$ cat src/rtl/mmio_uart_tx.sv
// rtl/mmio_uart_tx.sv - memory-mapped 8N1 UART transmitter with a byte FIFO
// Optional drop counter output enabled by UART_TX_DROP_COUNT_EN.
module mmio_uart_tx #(
    parameter logic [31:0] UART_ADDR       = 32'hF6FFF000,
    parameter logic [15:0] CLKS_PER_BIT    = 16'd868,
    parameter int          FIFO_DEPTH_LOG2 = 4
) (
    input  logic        clk,
    input  logic        rst,
    input  logic        we,
    input  logic [31:0] w_addr,
    input  logic [31:0] w_data,
    output logic        uart_tx,
    output logic        tx_busy,
    output logic        fifo_full,
    output logic        fifo_empty
`ifdef UART_TX_DROP_COUNT_EN
    ,
    output logic [7:0]  drop_count
`endif
);

    localparam int DEPTH = 1 << FIFO_DEPTH_LOG2;
    localparam logic [FIFO_DEPTH_LOG2-1:0] PTR_ONE    = (FIFO_DEPTH_LOG2)'(1);
    localparam logic [FIFO_DEPTH_LOG2:0]   CNT_ONE    = (FIFO_DEPTH_LOG2+1)'(1);
    localparam logic [FIFO_DEPTH_LOG2:0]   FULL_COUNT = (FIFO_DEPTH_LOG2+1)'(DEPTH);

    typedef enum logic [1:0] {
        IDLE,
        START,
        DATA,
        STOP
    } state_t;

    state_t                     state;
    state_t                     state_next;
    logic [FIFO_DEPTH_LOG2-1:0] wr_ptr;
    logic [FIFO_DEPTH_LOG2-1:0] rd_ptr;
    logic [FIFO_DEPTH_LOG2:0]   count;
    logic [7:0]                 mem [DEPTH];
    logic [15:0]                baud_cnt;
    logic [15:0]                baud_cnt_next;
    logic [2:0]                 bit_idx;
    logic [2:0]                 bit_idx_next;
    logic [7:0]                 shift_reg;
    logic [7:0]                 shift_next;
    logic                       tx_next;
    logic                       push_req;
    logic                       push;
    logic                       pop;
    logic                       bit_end;
    logic                       unused_data_hi;

    assign unused_data_hi = ^w_data[31:8];

    assign push_req   = we && (w_addr == UART_ADDR);
    assign fifo_empty = (count == '0);
    assign fifo_full  = (count == FULL_COUNT);
    // A push into a full FIFO still lands when the serializer pops on the same edge.
    assign push       = push_req && (!fifo_full || pop);
    assign bit_end    = (baud_cnt == CLKS_PER_BIT - 16'd1);
    assign tx_busy    = (state != IDLE) || !fifo_empty;

    always_comb begin
        state_next    = state;
        baud_cnt_next = baud_cnt + 16'd1;
        bit_idx_next  = bit_idx;
        shift_next    = shift_reg;
        tx_next       = uart_tx;
        pop           = 1'b0;
        case (state)
            IDLE: begin
                baud_cnt_next = '0;
                tx_next       = 1'b1;
                if (!fifo_empty) begin
                    pop        = 1'b1;
                    shift_next = mem[rd_ptr];
                    state_next = START;
                    tx_next    = 1'b0;
                end
            end
            START: begin
                if (bit_end) begin
                    baud_cnt_next = '0;
                    bit_idx_next  = '0;
                    state_next    = DATA;
                    tx_next       = shift_reg[0];
                end
            end
            DATA: begin
                if (bit_end) begin
                    baud_cnt_next = '0;
                    if (bit_idx == 3'd7) begin
                        state_next = STOP;
                        tx_next    = 1'b1;
                    end else begin
                        bit_idx_next = bit_idx + 3'd1;
                        shift_next   = {1'b0, shift_reg[7:1]};
                        tx_next      = shift_reg[1];
                    end
                end
            end
            STOP: begin
                // Chain straight into the next start bit so queued frames leave no idle gap.
                if (bit_end) begin
                    baud_cnt_next = '0;
                    if (!fifo_empty) begin
                        pop        = 1'b1;
                        shift_next = mem[rd_ptr];
                        state_next = START;
                        tx_next    = 1'b0;
                    end else begin
                        state_next = IDLE;
                        tx_next    = 1'b1;
                    end
                end
            end
            default: begin
                state_next    = IDLE;
                baud_cnt_next = '0;
                tx_next       = 1'b1;
            end
        endcase
    end

    always_ff @(posedge clk or negedge rst) begin
        if (!rst) begin
            state     <= IDLE;
            baud_cnt  <= '0;
            bit_idx   <= '0;
            shift_reg <= '0;
            uart_tx   <= 1'b1;
            wr_ptr    <= '0;
            rd_ptr    <= '0;
            count     <= '0;
        end else begin
            state     <= state_next;
            baud_cnt  <= baud_cnt_next;
            bit_idx   <= bit_idx_next;
            shift_reg <= shift_next;
            uart_tx   <= tx_next;
            if (push) begin
                wr_ptr <= wr_ptr + PTR_ONE;
            end
            if (pop) begin
                rd_ptr <= rd_ptr + PTR_ONE;
            end
            case ({push, pop})
                2'b10:   count <= count + CNT_ONE;
                2'b01:   count <= count - CNT_ONE;
                default: count <= count;
            endcase
        end
    end

    // Storage is never reset; entries are only read while count says they are valid.
    always_ff @(posedge clk) begin
        if (push) begin
            mem[wr_ptr] <= w_data[7:0];
        end
    end

`ifdef UART_TX_DROP_COUNT_EN
    logic drop;
    assign drop = push_req && fifo_full && !pop;

    always_ff @(posedge clk or negedge rst) begin
        if (!rst) begin
            drop_count <= '0;
        end else if (drop && (drop_count != 8'hFF)) begin
            drop_count <= drop_count + 8'd1;
        end
    end
`endif

endmodule

$ cat config.mk
export PLATFORM = sky130hd
export DESIGN_NAME = mmio_uart_tx
export DESIGN_NICKNAME = d
export VERILOG_FILES = /design/src/rtl/mmio_uart_tx.sv
export SDC_FILE = /design/constraint.sdc
export NUM_CORES = 1
export LEC_CHECK = 0
export ABC_AREA = 0
export CAP_MARGIN = 25
export CORE_MARGIN = 2
export CORE_UTILIZATION = 30
export DETAILED_ROUTE_END_ITERATION = 10
export PLACE_DENSITY = 0.52
export SETUP_SLACK_MARGIN = 0.3
export SYNTH_ARGS = -nofsm -noshare
export SYNTH_HDL_FRONTEND = slang
export SYNTH_SLANG_ARGS = --single-unit
$ cat constraint.sdc
create_clock -name clk -period 4.4 [get_ports clk]
set_input_delay 0.88 -clock clk [delete_from_list [all_inputs] [get_ports clk]]
set_output_delay 0.88 -clock clk [all_outputs]
set_load 0.02 [all_outputs]
==> load_flow_metrics.sql, run 1 <==
INSERT INTO impl_metrics (metric_group, metric, value, unit) VALUES
('clocking', 'setup_buffers_after_cts', '0', ''),
('clocking', 'clock_latency_on_the_worst_skew_pair', '430', 'ps'),
('timing', 'post-route-period-util', '80.1', '%'),
('critical_path', 'crit-reg2reg-capture', 'count[4]', ''),
('finish', 'antenna_cells', '0', ''),
('timing', 'fin_setup_tns', '0', 'ps'),
('route', 'drcViolationCount', '0', ''),
('finish', 'final_layout_size_suffix_gt1_share', '16.4', '%'),
('clocking', 'cts_resized', '0', ''),
('power_and_ir_drop', 'cellPowerDensity', '374', 'nW/um2'),
('finish', 'layout.nets', '610', ''),
('logic_synthesis', 'postSynthNetCount', '558', ''),
('timing', 'report.final.slew_viol_count', '0', ''),
('critical_path', 'r2r_startpoint', 'baud_cnt[0]', ''),
('logic_synthesis', 'yosysUniqueCellTypes', '65', ''),
('logic_synthesis', 'synthesis.instances', '473', ''),
('critical_path', 'timing.critical_path.cells', 'clkdlybuf4s50_1, or4b_1, or4_4, nor3_4, nor2_1, fa_1, a21o_1, a21o_1, or4_1, o2111ai_1', ''),
('global_routing', 'grtUsageTotal', '12.5', '%'),
('logic_synthesis', 'ys_seq_elements', '171', ''),
('logic_synthesis', 'syn_area', '7480', 'um2'),
('placement', 'hpwl', '10.5', 'mm'),
('flow_run', 'maxCapViolations', '0', ''),
('timing', 'worst_hold_slack', '272', 'ps'),
('route', 'first_pass_iters', '5', ''),
('global_routing', 'grt_max_degree', '44', ''),
('critical_path', 'kind_of_start_point_of_the_critical_path', 'input port', ''),
('critical_path', 'rr_worst_depth', '10', ''),
('logic_synthesis', 'synth.top_cell.area_share', '51.4', '%'),
('finish', 'utilization', '36.6', '%'),
('power_and_ir_drop', 'cellLeakagePower', '3.26', 'nW'),
('global_routing', 'grt.overflow.total', '0', ''),
('clocking', 'clock_sink_count', '171', ''),
('status', 'run_status', 'completed', ''),
('global_routing', 'wire_length_of_the_first_global_routing_pass', '24.8', 'mm'),
('floorplan', 'fp.dieW', '162', 'um'),
('clocking', 'cts_made_buffers', '17', ''),
('floorplan', 'die_area', '26200', 'um2'),
('logic_synthesis', 'synth_area_per_cell', '15.8', 'um2'),
('placement', 'pre_cts_worst_setup_slack', '400', 'ps'),
('timing', 'final_setup_violating_endpoints', '0', ''),
('timing', 'fmax', '0.284', 'GHz'),
('logic_synthesis', 'synth.top_cells.by_area', 'edfxtp_1, dfrtp_1, mux4_2', ''),
('placement', 'routabilityCongestion', '0.765', ''),
('clocking', 'htreeDepth', '4', ''),
('timing', 'finalHoldViolations', '0', ''),
('route', 'avgRoutedWirePerCell', '18.0', 'um'),
('timing', 'final.min_clock_period', '3530', 'ps'),
('timing', 'tightest_slew', '955', 'ps'),
('global_routing', 'first_global_vias', '4358', ''),
('clocking', 'clk_transition_reported_paths', '80', 'ps'),
('placement', 'port_buffers', '46', ''),
('timing', 'rsz0062_at_grt', 'false', ''),
('global_routing', 'grt_antenna_before_repair', '0', ''),
('critical_path', 'worstSetupEndpointType', 'flop', ''),
('route', 'route.final.wire_length', '15.5', 'mm'),
('critical_path', 'worst-path-max-fanout', '5', ''),
('route', 'drt_first_iter_violations', '343', ''),
('route', 'vias', '4153', ''),
('floorplan', 'num_io_pins', '71', ''),
('timing', 'final_setup_slack_of_the_worst_path', '875', 'ps'),
('logic_synthesis', 'synthArstFlopShare', '25.1', '%'),
('critical_path', 'critical-path-slowest-cell', 'clkdlybuf4s50_1', ''),
('timing', 'finClkSkew', '18.5', 'ps'),
('finish', 'layout.cells.most_common_list', 'edfxtp_1, clkdlybuf4s50_1, dfrtp_1', ''),
('critical_path', 'critical_path.endpoint', 'count[4]', ''),
('logic_synthesis', 'synth.yosys.seq_area_share', '65.8', '%'),
('logic_synthesis', 'yosys_warnings', '0', ''),
('clocking', 'clock_tree_from_tritoncts', 'done', ''),
('min_path', 'hp-class', 'in -> async', ''),
('critical_path', 'crit_path_max_incr_delay', '470', 'ps'),
('critical_path', 'reg2reg_setup_slack', '900', 'ps');
per-stage QoR:
step / std cells / power [W] / instance area [um2]
detailed placement: 829 / 0.00184 / 8290
floorplan: 473 / 0.00177 / 7480
global placement: 829 / 0.00183 / 8290
CTS: 861 / 0.00339 / 8920
global route: 862 / 0.00345 / 8940
finish: 862 / 0.00334 / 8940
critical path: cells and delay by family:
family | cells | cell delay [ps]
fa+ha+maj | 1 | 440
compound gates | 3 | 500
simple gates | 5 | 1580
buf+inv | 1 | 470
synth_stat cells, types with 2 or more instances:
cell       number
edfxtp_1      128
dfrtp_1        42
mux4_2         30
nand2_1        28
nor2_1         26
inv_1          19
ha_1           17
and3_1         14
mux2i_1        12
xnor2_1        12
xor2_1         11
nand3_1        10
clkbuf_1        8
a21oi_1         7
a311oi_1        6
o22ai_1         6
a21o_1          5
a22o_1          5
mux2_2          5
nor3_1          5
o21ai_0         5
and4_1          4
buf_1           4
buf_2           4
o211ai_1        4
nand4_1         3
nor2b_1         3
nor4_1          3
a221oi_1        2
and2_1          2
and4b_1         2
buf_6           2
nand2b_1        2
nor4b_1         2
o2bb2ai_1       2
o31ai_1         2
or2_2           2
or4_1           2
worst min path at each step:
stage                   end  depth (start not counted)
2_1_floorplan   baud_cnt[0]                          1
3_3_place_gp    baud_cnt[0]                          1
3_5_place_dp   shift_reg[6]                          1
4_1_cts         baud_cnt[0]                          1
5_1_grt         baud_cnt[9]                          1
6_report        baud_cnt[9]                          1
per-layer routing:
| metal | routed length, um | share of wire (%) | track usage [%] | vias to the layer above |
|---|---|---|---|---|
| met5 | 0 | 0 | 0 | - |
| met1 | 7170 | 46 | 16.8 | 2125 |
| met3 | 497 | 3.2 | 2.71 | 4 |
| met2 | 7820 | 50 | 20.7 | 68 |
| li1 | - | - | - | 1956 |
| met4 | 59 | 0.38 | 3.50 | 0 |
kinds of logic after synthesis:
kind of cell	after synthesis	share of synthesized area, %
buffers and inverters	39	2.28
AO/OA/AOI/OAI	56	5.71
adder cells (fa/ha/maj)	18	3.11
flip-flops	171	65.8
XOR/XNOR	23	2.69
multiplexers	49	11.7
AND/OR/NAND/NOR	117	8.68
area by class of cell:
cell class / instances / area [um2]
multi-input combinational: 263 / 2390
timing repair buffer: 52 / 513
clock inverter: 15 / 201
clock buffer: 17 / 425
tap: 324 / 405
sequential: 171 / 4920
fill: 2292 / 15500
inverter: 20 / 75.1
power by group:
group / total, W / switching, W / internal (W)
combinational: 0.0000663 / 0.0000312 / 0.0000351
clock: 0.00154 / 0.000753 / 0.000791
sequential: 0.00173 / 0.00000000000623 / 0.00173
Power figures use the tool's default switching activity.
==> run 2, diff against run 1 <==
--- a/config.mk
+++ b/config.mk
@@ -10,7 +10,7 @@
 export CORE_MARGIN = 2
 export CORE_UTILIZATION = 30
 export DETAILED_ROUTE_END_ITERATION = 10
-export PLACE_DENSITY = 0.52
+export PLACE_DENSITY = 0.54
 export SETUP_SLACK_MARGIN = 0.3
 export SYNTH_ARGS = -nofsm -noshare
 export SYNTH_HDL_FRONTEND = slang
==> constraint.sdc (replaced) <==
create_clock -name clk -period 3.2 [get_ports clk]
set_input_delay 0.64 -clock clk [delete_from_list [all_inputs] [get_ports clk]]
set_output_delay 0.64 -clock clk [all_outputs]
set_load 0.02 [all_outputs]
==> load_flow_metrics.sql, run 2 (synthesis results as in run 1) <==
INSERT INTO impl_metrics (metric_group, metric, value, unit) VALUES
('clocking', 'clock_latency_on_the_worst_skew_pair', '430', 'ps'),
('placement', 'routabilityCongestion', '0.765', ''),
('critical_path', 'path_buf_inv', '5', ''),
('global_routing', 'groute.layer.met1.usage', '15.7', '%'),
('finish', 'areaGrowthSynthToFinish', '26.6', '%'),
('critical_path', 'worst-path-stages', '10', ''),
('critical_path', 'r2r_startpoint', 'count[1]', ''),
('status', 'run_status', 'completed', ''),
('clocking', 'cts_made_buffers', '17', ''),
('timing', 'rsz0062_at_grt', 'true', ''),
('timing', 'finClkSkew', '11.1', 'ps'),
('placement', 'hpwl', '10.7', 'mm'),
('critical_path', 'crit_path_max_incr_delay', '510', 'ps'),
('clocking', 'holdBufCountCts', '0', ''),
('floorplan', 'floorplan.die.height', '162', 'um'),
('global_routing', 'grt_antenna_before_repair', '0', ''),
('power_and_ir_drop', 'power.ir.vdd_worst', '0.000363', 'V'),
('timing', 'finalHoldViolations', '0', ''),
('critical_path', 'critical-path-slowest-cell', 'or4_4', ''),
('clocking', 'clock_tree_from_tritoncts', 'done', ''),
('critical_path', 'worst-path-max-fanout', '8', ''),
('global_routing', 'grt_max_degree', '44', ''),
('floorplan', 'start_util', '30.7', '%'),
('global_routing', 'wire_length_of_the_first_global_routing_pass', '25.5', 'mm'),
('route', 'avgRoutedWirePerCell', '18.0', 'um'),
('power_and_ir_drop', 'cellLeakagePower', '3.51', 'nW'),
('timing', 'tightest_slew', '836', 'ps'),
('global_routing', 'gr-usage-met3', '2.71', '%'),
('timing', 'post-route-period-util', '90.6', '%'),
('floorplan', 'num_io_pins', '71', ''),
('route', 'drt_first_iter_violations', '285', ''),
('min_path', 'hp-class', 'in -> async', ''),
('timing', 'report.final.slew_viol_count', '0', ''),
('finish', 'fillCellCount', '2279', ''),
('critical_path', 'timing.critical_path.cells', 'buf_6, or4b_1, or4_4, nor3_4, buf_4, buf_6, a21boi_4, clkbuf_16, and3_4, buf_12', ''),
('finish', 'layout.nets', '648', ''),
('route', 'drtAntennaViolNets', '0', ''),
('timing', 'fmax', '0.345', 'GHz'),
('floorplan', 'placement_rows', '57', ''),
('critical_path', 'rr_worst_depth', '9', ''),
('timing', 'fin_setup_tns', '0', 'ps'),
('global_routing', 'global_route.usage.met2', '22.4', '%'),
('floorplan', 'core_region_area', '24400', 'um2'),
('power_and_ir_drop', 'cellPowerDensity', '462', 'nW/um2'),
('clocking', 'clk_transition_reported_paths', '70', 'ps'),
('route', 'first_pass_iters', '5', ''),
('route', 'vias_per_cell', '4.84', ''),
('finish', 'layout_commonest_cell', 'edfxtp_1', ''),
('floorplan', 'fp.dieW', '162', 'um'),
('route', 'drcViolationCount', '0', ''),
('clocking', 'max-clock-path-buffers', '2', ''),
('critical_path', 'crit-reg2reg-capture', 'count[4]', ''),
('critical_path', 'critical_path.startpoint', 'w_addr[10]', ''),
('global_routing', 'gr-max-usage-layer', 'met2', ''),
('clocking', 'htreeDepth', '4', ''),
('finish', 'antenna_cells', '0', ''),
('global_routing', 'grtUsageTotal', '12.8', '%'),
('finish', 'final_layout_size_suffix_gt1_share', '24.8', '%'),
('placement', 'port_buffers', '46', ''),
('critical_path', 'crit_required', '3350', 'ps'),
('timing', 'final.min_clock_period', '2900', 'ps'),
('flow_run', 'maxCapViolations', '0', ''),
('critical_path', 'critical_path.endpoint', 'mem[1][5]', ''),
('placement', 'place_inst', '856', ''),
('critical_path', 'reg2reg_setup_slack', '370', 'ps'),
('critical_path', 'worst-setup-path-type', 'in -> reg', ''),
('clocking', 'cts_root_buf', 'clkbuf_16', ''),
('critical_path', 'crit_family', 'simple AND/OR/NAND/NOR gates', ''),
('finish', 'largest_register_ffs', '128', ''),
('route', 'route.final.wire_length', '16.2', 'mm'),
('global_routing', 'grt.overflow.total', '0', ''),
('global_routing', 'first_global_vias', '4572', ''),
('clocking', 'clock_sink_count', '171', ''),
('critical_path', 'critical_path_arrival', '3040', 'ps'),
('finish', 'non_filler_cells_in_the_finished_layout', '900', ''),
('timing', 'timing.slew.headroom', '43.8', '%'),
('finish', 'layout.cells.most_common_list', 'edfxtp_1, dfrtp_1, clkdlybuf4s50_1', ''),
('timing', 'final_setup_violating_endpoints', '0', ''),
('critical_path', 'worstSetupEndpointType', 'flop', ''),
('critical_path', 'kind_of_start_point_of_the_critical_path', 'input port', ''),
('floorplan', 'die_area', '26200', 'um2'),
('route', 'vias', '4353', ''),
('critical_path', 'worst_path_most_repeated_cell', 'buf_6', '');
==> run 2: through the flow <==
| step | total power, W | setup WS, ps | area [um2] | hold WS [ps] | utilization, % |
|---|---|---|---|---|---|
| detailed placement | 0.00252 | -432 | 8740 | 487 | 35.8 |
| CTS | 0.00442 | 268 | 9300 | 421 | 38.1 |
| floorplan | 0.00244 | -93.3 | 7510 | 344 | - |
| finish | 0.00437 | 301 | 9460 | 39.9 | 38.8 |
| global route | 0.00452 | 227 | 9460 | 36.3 | 38.8 |
| global placement | 0.00252 | -416 | 8740 | 480 | 35.8 |
==> run 2: final cells by class <==
| class | count | area (um2) | area share [%] |
|---|---|---|---|
| inverter | 20 | 75.1 | 0.793 |
| multi-input combinational | 263 | 2490 | 26.3 |
| timing repair buffer | 90 | 1030 | 10.9 |
| clock buffer | 17 | 425 | 4.49 |
| tap | 324 | 405 | 4.28 |
| clock inverter | 15 | 111 | 1.18 |
| sequential | 171 | 4920 | 52.0 |
==> run 2: worst min-delay path by stage <==
stage	from	end	slack [ps]
final	rst	count[2]	40
after global routing	rst	baud_cnt[6]	40
after CTS	rst	baud_cnt[9]	420
after detailed placement	baud_cnt[0]	baud_cnt[0]	490
after global placement	baud_cnt[0]	baud_cnt[0]	480
after floorplan	rst	baud_cnt[0]	340
==> run 2: power by group <==
group          total [W]  internal, W      switching, W
clock network    0.00190      0.00101          0.000893
logic          0.0000861    0.0000446         0.0000415
registers        0.00239      0.00239  0.00000000000807
total            0.00437      0.00344          0.000934
==> run 2: repair_timing <==
| item | 4_1_cts | 5_1_grt |
|---|---|---|
| hold endpoints to repair | 0 | 0 |
| cloned | 0 | 1 |
| gates resized for setup | 20 | 21 |
| endpoints found under the setup margin | 134 | 106 |
| pin swaps | 11 | 7 |
| setup buffers | 4 | 6 |
==> run 2: routing by layer <==
metal	vias up	share of wire (%)
met5	-	0
met4	0	1.5
met3	18	3.3
met2	69	53
met1	2243	42
li1	2023	-
==> run 2: worst reg2reg max path: stages, from the launching register on <==
cell	delay (ps)
dfrtp_1	430
or4_4	560
o211ai_1	230
o31a_1	270
nor2_4	80
fa_2	390
a21o_1	160
a21o_1	160
or4_1	390
o2111ai_1	80
==> run 3, diff against run 2 <==
--- a/config.mk
+++ b/config.mk
@@ -6,9 +6,10 @@
 export NUM_CORES = 1
 export LEC_CHECK = 0
 export ABC_AREA = 0
-export CAP_MARGIN = 25
+export CAP_MARGIN = 20
 export CORE_MARGIN = 2
 export CORE_UTILIZATION = 30
+export CTS_CLUSTER_SIZE = 8
 export DETAILED_ROUTE_END_ITERATION = 10
 export PLACE_DENSITY = 0.54
 export SETUP_SLACK_MARGIN = 0.3
==> results of run 3 <==
The final DEF is identical to that of run 2; final timing and power are the same.
